**config.mk**
```make
export PLATFORM = sky130hd
export DESIGN_NAME = pc_unit_flat
export DESIGN_NICKNAME = d
export VERILOG_FILES = /design/src/rtl/pc_unit_if.sv /design/src/rtl/pc_unit.sv /design/src/flat_wrapper.sv
export SDC_FILE = /design/constraint.sdc
export NUM_CORES = 1
export LEC_CHECK = 0
export CAP_MARGIN = 0
export CORE_MARGIN = 2
export CORE_UTILIZATION = 44
export DETAILED_ROUTE_END_ITERATION = 10
export GPL_ROUTABILITY_DRIVEN = 0
export PLACE_DENSITY_LB_ADDON = 0.2
export REMOVE_ABC_BUFFERS = 1
export SKIP_CTS_REPAIR_TIMING = 1
export SYNTH_ARGS = -nofsm -noshare
export SYNTH_HDL_FRONTEND = slang
export SYNTH_SLANG_ARGS = --single-unit
```
**constraint.sdc**
```tcl
create_clock -name clk -period 3.15 [get_ports clk]
set_input_delay 0.315 -clock clk [delete_from_list [all_inputs] [get_ports clk]]
set_output_delay 0.315 -clock clk [all_outputs]
set_load 0.1 [all_outputs]
```
**src/rtl/pc_unit_if.sv**
```systemverilog
//------------------------------------------------------------------------------
// Module   : pc_unit_if
// Brief    : Control-side strobes, targets and PC/RAS status for pc_unit.
// Revision : 1.0 - initial release
//------------------------------------------------------------------------------
`default_nettype none

interface pc_unit_if #(
  parameter int WIDTH     = 32,
  parameter int OFF_W     = 16,
  parameter int RAS_DEPTH = 4
);
  localparam int CNT_W = $clog2(RAS_DEPTH + 1);

  logic             enable;
  logic             inc;
  logic             ld;
  logic             br;
  logic             br_cond;
  logic             call;
  logic             ret;
  logic [WIDTH-1:0] d;
  logic [OFF_W-1:0] offset;
  logic [WIDTH-1:0] q;
  logic [CNT_W-1:0] ras_cnt;
  logic             ras_full;
  logic             ras_empty;
  logic             ras_ovf;
  logic             ras_unf;

  modport master (
    output enable, inc, ld, br, br_cond, call, ret, d, offset,
    input  q, ras_cnt, ras_full, ras_empty, ras_ovf, ras_unf
  );

  modport slave (
    input  enable, inc, ld, br, br_cond, call, ret, d, offset,
    output q, ras_cnt, ras_full, ras_empty, ras_ovf, ras_unf
  );
endinterface

`default_nettype wire

```
**src/rtl/pc_unit.sv**
```systemverilog
//------------------------------------------------------------------------------
// Module   : pc_unit
// Brief    : Program counter with inc/load/branch and an optional circular
//            return-address stack, enabled by defining PC_RAS_EN.
// Revision : 1.0 - initial release
//------------------------------------------------------------------------------
`default_nettype none

module pc_unit #(
  parameter int          WIDTH     = 32,
  parameter longint unsigned RESET_VAL = 0,
  parameter longint unsigned STEP      = 1,
  parameter int          OFF_W     = 16,
  parameter int          RAS_DEPTH = 4
) (
  input  wire logic  clk,
  input  wire logic  clr,
  pc_unit_if.slave   bus
);
  localparam int               c_cnt_w = $clog2(RAS_DEPTH + 1);
  localparam logic [WIDTH-1:0] c_reset = WIDTH'(RESET_VAL);
  localparam logic [WIDTH-1:0] c_step  = WIDTH'(STEP);

  logic [WIDTH-1:0] r_q;
  logic [WIDTH-1:0] w_pc_step;
  logic [WIDTH-1:0] w_off_ext;
  logic             w_br_taken;

  // Casting the signed offset up to WIDTH performs the sign extension.
  assign w_off_ext  = WIDTH'($signed(bus.offset));
  assign w_pc_step  = r_q + c_step;
  assign w_br_taken = bus.br && bus.br_cond;
  assign bus.q      = r_q;

`ifdef PC_RAS_EN
  localparam int c_ptr_w = (RAS_DEPTH > 1) ? $clog2(RAS_DEPTH) : 1;

  logic [WIDTH-1:0]   r_ras [RAS_DEPTH];
  logic [c_ptr_w-1:0] r_sp;
  logic [c_cnt_w-1:0] r_cnt;
  logic               r_ovf;
  logic               r_unf;
  logic [c_ptr_w-1:0] w_top_idx;
  logic [c_ptr_w-1:0] w_sp_next;
  logic               w_full;
  logic               w_empty;
  logic               w_push;

  // r_sp is the next slot to write; when full that slot holds the oldest entry.
  assign w_top_idx = (r_sp == '0) ? c_ptr_w'(RAS_DEPTH - 1) : r_sp - 1'b1;
  assign w_sp_next = (r_sp == c_ptr_w'(RAS_DEPTH - 1)) ? '0 : r_sp + 1'b1;
  assign w_full    = (r_cnt == c_cnt_w'(RAS_DEPTH));
  assign w_empty   = (r_cnt == '0);
  assign w_push    = !clr && bus.enable && !bus.ret && bus.call;

  always_ff @(posedge clk) begin
    if (w_push) begin
      r_ras[r_sp] <= w_pc_step;
    end
  end

  always_ff @(posedge clk) begin
    if (clr) begin
      r_q   <= c_reset;
      r_sp  <= '0;
      r_cnt <= '0;
      r_ovf <= 1'b0;
      r_unf <= 1'b0;
    end else if (bus.enable) begin
      if (bus.ret) begin
        if (!w_empty) begin
          r_q   <= r_ras[w_top_idx];
          r_sp  <= w_top_idx;
          r_cnt <= r_cnt - 1'b1;
        end else begin
          r_q   <= w_pc_step;
          r_unf <= 1'b1;
        end
      end else if (bus.call) begin
        r_q  <= bus.d;
        r_sp <= w_sp_next;
        if (w_full) begin
          r_ovf <= 1'b1;
        end else begin
          r_cnt <= r_cnt + 1'b1;
        end
      end else if (bus.ld) begin
        r_q <= bus.d;
      end else if (w_br_taken) begin
        r_q <= r_q + w_off_ext;
      end else if (bus.inc) begin
        r_q <= w_pc_step;
      end
    end
  end

  assign bus.ras_cnt   = r_cnt;
  assign bus.ras_full  = w_full;
  assign bus.ras_empty = w_empty;
  assign bus.ras_ovf   = r_ovf;
  assign bus.ras_unf   = r_unf;
`else
  // Without a stack, ret has no meaning and call degenerates to a load.
  logic w_unused_ret;
  assign w_unused_ret = bus.ret;

  always_ff @(posedge clk) begin
    if (clr) begin
      r_q <= c_reset;
    end else if (bus.enable) begin
      if (bus.call || bus.ld) begin
        r_q <= bus.d;
      end else if (w_br_taken) begin
        r_q <= r_q + w_off_ext;
      end else if (bus.inc) begin
        r_q <= w_pc_step;
      end
    end
  end

  assign bus.ras_cnt   = '0;
  assign bus.ras_full  = 1'b0;
  assign bus.ras_empty = 1'b1;
  assign bus.ras_ovf   = 1'b0;
  assign bus.ras_unf   = 1'b0;
`endif

endmodule

`default_nettype wire

```
**src/flat_wrapper.sv**
```systemverilog
// flat-port wrapper written by rule: the top's interface ports become plain ports
module pc_unit_flat 
#(
  parameter int          WIDTH     = 32,
  parameter longint unsigned RESET_VAL = 0,
  parameter longint unsigned STEP      = 1,
  parameter int          OFF_W     = 16,
  parameter int          RAS_DEPTH = 4
)
  (clk, clr, bus_enable, bus_inc, bus_ld, bus_br, bus_br_cond, bus_call, bus_ret, bus_d, bus_offset, bus_q, bus_ras_cnt, bus_ras_full, bus_ras_empty, bus_ras_ovf, bus_ras_unf);
  pc_unit_if #(.WIDTH(WIDTH), .OFF_W(OFF_W), .RAS_DEPTH(RAS_DEPTH)) bus_i ();
  input  wire logic clk;
  input  wire logic clr;
  input wire logic [$bits(bus_i.enable)-1:0] bus_enable;
  input wire logic [$bits(bus_i.inc)-1:0] bus_inc;
  input wire logic [$bits(bus_i.ld)-1:0] bus_ld;
  input wire logic [$bits(bus_i.br)-1:0] bus_br;
  input wire logic [$bits(bus_i.br_cond)-1:0] bus_br_cond;
  input wire logic [$bits(bus_i.call)-1:0] bus_call;
  input wire logic [$bits(bus_i.ret)-1:0] bus_ret;
  input wire logic [$bits(bus_i.d)-1:0] bus_d;
  input wire logic [$bits(bus_i.offset)-1:0] bus_offset;
  output wire logic [$bits(bus_i.q)-1:0] bus_q;
  output wire logic [$bits(bus_i.ras_cnt)-1:0] bus_ras_cnt;
  output wire logic [$bits(bus_i.ras_full)-1:0] bus_ras_full;
  output wire logic [$bits(bus_i.ras_empty)-1:0] bus_ras_empty;
  output wire logic [$bits(bus_i.ras_ovf)-1:0] bus_ras_ovf;
  output wire logic [$bits(bus_i.ras_unf)-1:0] bus_ras_unf;
  assign bus_i.enable = bus_enable;
  assign bus_i.inc = bus_inc;
  assign bus_i.ld = bus_ld;
  assign bus_i.br = bus_br;
  assign bus_i.br_cond = bus_br_cond;
  assign bus_i.call = bus_call;
  assign bus_i.ret = bus_ret;
  assign bus_i.d = bus_d;
  assign bus_i.offset = bus_offset;
  assign bus_q = bus_i.q;
  assign bus_ras_cnt = bus_i.ras_cnt;
  assign bus_ras_full = bus_i.ras_full;
  assign bus_ras_empty = bus_i.ras_empty;
  assign bus_ras_ovf = bus_i.ras_ovf;
  assign bus_ras_unf = bus_i.ras_unf;
  pc_unit #(.WIDTH(WIDTH), .RESET_VAL(RESET_VAL), .STEP(STEP), .OFF_W(OFF_W), .RAS_DEPTH(RAS_DEPTH)) u_core (.clk(clk), .clr(clr), .bus(bus_i));
endmodule
```
==> impl_results.md <==
- Die width: 90.0 um
- Predominant post-synthesis flop cell: dfxtp_1
- Initial DRC Count: 309
- Commonest non-fill, non-tap cells in the layout: 83 x buf_4, 70 x clkdlybuf4s50_1, 55 x nand2_1
- Fin crit period: 3.04 ns
- Worst Hold Class: reg -> reg
- Largest cells by area after synthesis: dfxtp_1 20%, nand2_1 6.3%, mux2i_1 5.8%
- Total die area: 8110 um2
- Area post-placement: 4570 um2
- Worst Setup Slack post-DPL: -0.673 ns
- Ratio of cells with drive above 1 in the final layout: 21.2%
- Hpwl dp: 8.04 mm
- Antenna Cells: 0
- Top routing layer in use: met4
- Worst Tran Pin Value: 1.07 ns
- Setup Viol. Count Final: 0
- Max incr delay on CP: 0.40 ns
- Total CTS buffers: 5
- I/O pins: 96
- CTS Sinks: 32
- CTS Buffer Depth: 2
- Pre-antenna DRT Iters: 6
- Slew margin rel.: 28.7%
- Fill count: 662
- Crit path required time: 3.27 ns
- Port Buf Inserts: 87
- Final instance area: 4790 um2
- Final Max Tran Viols: 0
- WL final: 10.8 mm
- Synth warn: 0
- Final Total Pwr: 1560 uW
- WL met2: 4.97 mm
- Post-detailed-route count of antenna-violating nets: 0
- Reg area: 641 um2
- Synth top area share: 19.7%
- Clock slew at reported path FFs: 0.07 ns
- WL/cell: 15.8 um
- Lkg Pwr: 0.00200 uW
- Initial antenna violation count: 0
- Post-synth ARST share: 0%
- Worst vdd ir: 0.191 mV
- Metal-1 WL: 4.89 mm
- Metal3 WL: 725 um
- Top delay family on crit path: compound AO/OA/AOI/OAI gates
- Area Overhead vs Synth: 47.0%
- Nets: 659
- Final Core Density: 66.4%
- Largest net degree at the start of global routing: 49
- Initial Util: 45.1%
- Status: completed
- Row cnt: 31
- Height of the die: 90.0 um
- EDFF count, synth: 0
- GR Overflow Total: 0
- Synth Instances: 458
- Commonest non-fill, non-tap cell in the layout: buf_4
- Syn avg cell area: 7.11 um2
- Startpoint types: input port
- Tot GR Track Use: 26.6%
- Worst path cell trace: clkdlybuf4s50_1 > nand2b_1 > ha_2 > fa_2 > a211oi_4 > nor4_4 > a211oi_2 > buf_4 > a21oi_2 > or3_4 > o31ai_4 > mux2i_1 > o311ai_0
- Vias: 4018
- CTS tree: done
- Setup_tns: 0 ns
- Largest register FFs: 32
- Cell Area, Synth: 3260 um2
- First-pass GRT wire length: 18.2 mm
- Htree depth: 2
- Core Region: 7210 um2
- Final Hold Fails: 0
- Multi-input gate area: 2550 um2
- Period Utilization, post-route: 96.6%
- Post-synthesis sequential area ratio: 19.7%
- PwrDens: 326 nW/um2
- Clock root buffer: clkbuf_8
- Critical Path AT: 3.16 ns
- Remaining DRCs: 0
- Max-Cap Viols: 0
- Number of global-route vias before repair: 3871
- Skew final: 0.00393 ns
- Vias per inst: 5.88
- CP max stage cell: clkdlybuf4s50_1
- Highest clock rate: 329 MHz
- Setup WS post-layout: 0.108 ns
- Post-synthesis cell type count: 56
- Leading area contributor after synthesis: dfxtp_1
- Crit Path Max Fanout: 3
- Yosys reg bits: 32
- Clock Latency Late Sink: 0.28 ns
- Buf/Inv on CP: 2
- CP Capture Type: flop
- Crit Path Class: in -> reg
kinds of logic (layout without fill, tap and decap cells):
kind of cell	count (synthesis)	count (layout)	synth area share [%]
simple gates	218	218	35.2
mux	20	20	6.19
flops	32	32	19.7
xor+xnor	13	13	3.50
compound gates	110	110	22.6
buf+inv	47	168	6.34
fa+ha+maj	16	16	6.38
other cells	2	7	0.231
layer usage:
layer | global-route usage (%) | vias up
met3 | 4.02 | 23
met1 | 37.2 | 1874
met4 | 7.31 | 0
met5 | 0 | -
met2 | 42.7 | 167
li1 | - | 1954
where the power goes:
part / switching [uW] / internal [uW]
clock network: 155 / 143
logic: 504 / 278
registers: 43.2 / 437
final timing paths:
| check | slack [ns] | end | startpoint | cells past startpoint |
|---|---|---|---|---|
| max | 0.11 | u_core.bus.q[24]$_SDFFE_PP0P_ | bus_offset[0] | 13 |
| min | 0.50 | u_core.bus.q[2]$_SDFFE_PP0P_ | u_core.bus.q[2]$_SDFFE_PP0P_ | 2 |
| max reg2reg | 0.33 | u_core.bus.q[24]$_SDFFE_PP0P_ | u_core.bus.q[0]$_SDFFE_PP0P_ | 11 |
| min reg2reg | 0.50 | u_core.bus.q[2]$_SDFFE_PP0P_ | u_core.bus.q[2]$_SDFFE_PP0P_ | 2 |
worst min-delay path, cell delays in order (launching register included):
cell and delay (ns):
dfxtp_1 0.34, nand2_1 0.06, a21oi_1 0.05
stage by stage:
stage	hold slack (ns)	std cells
detailed placement	0.485	675
global placement	0.477	675
floorplan	0.384	421
global route	0.519	683
CTS	0.497	680
finish	0.499	683
cell type report:
type                       count  share of cell area, %
multi-input combinational    384                   53.3
timing repair buffer         158                   28.9
sequential                    32                   13.4
tap                           99                   2.59
clock buffer                   5                   1.44
inverter                       5                  0.392
synthesized netlist by cell type (4+ instances only):
cell type	instances
and2_1	6
a311oi_1	11
or4_1	13
o21bai_1	6
inv_1	5
xnor2_1	11
nor4_1	8
dfxtp_1	32
a21o_1	6
mux2i_1	19
buf_4	7
or3_1	4
clkbuf_1	31
nor3_1	20
and3_1	23
a21oi_1	30
a31oi_1	12
nor2_1	37
nand4_1	8
o21ai_0	15
nand2_1	55
ha_1	15
nand4b_1	4
a211oi_1	6
nand3_1	22
(Power assumes the default switching activity.)
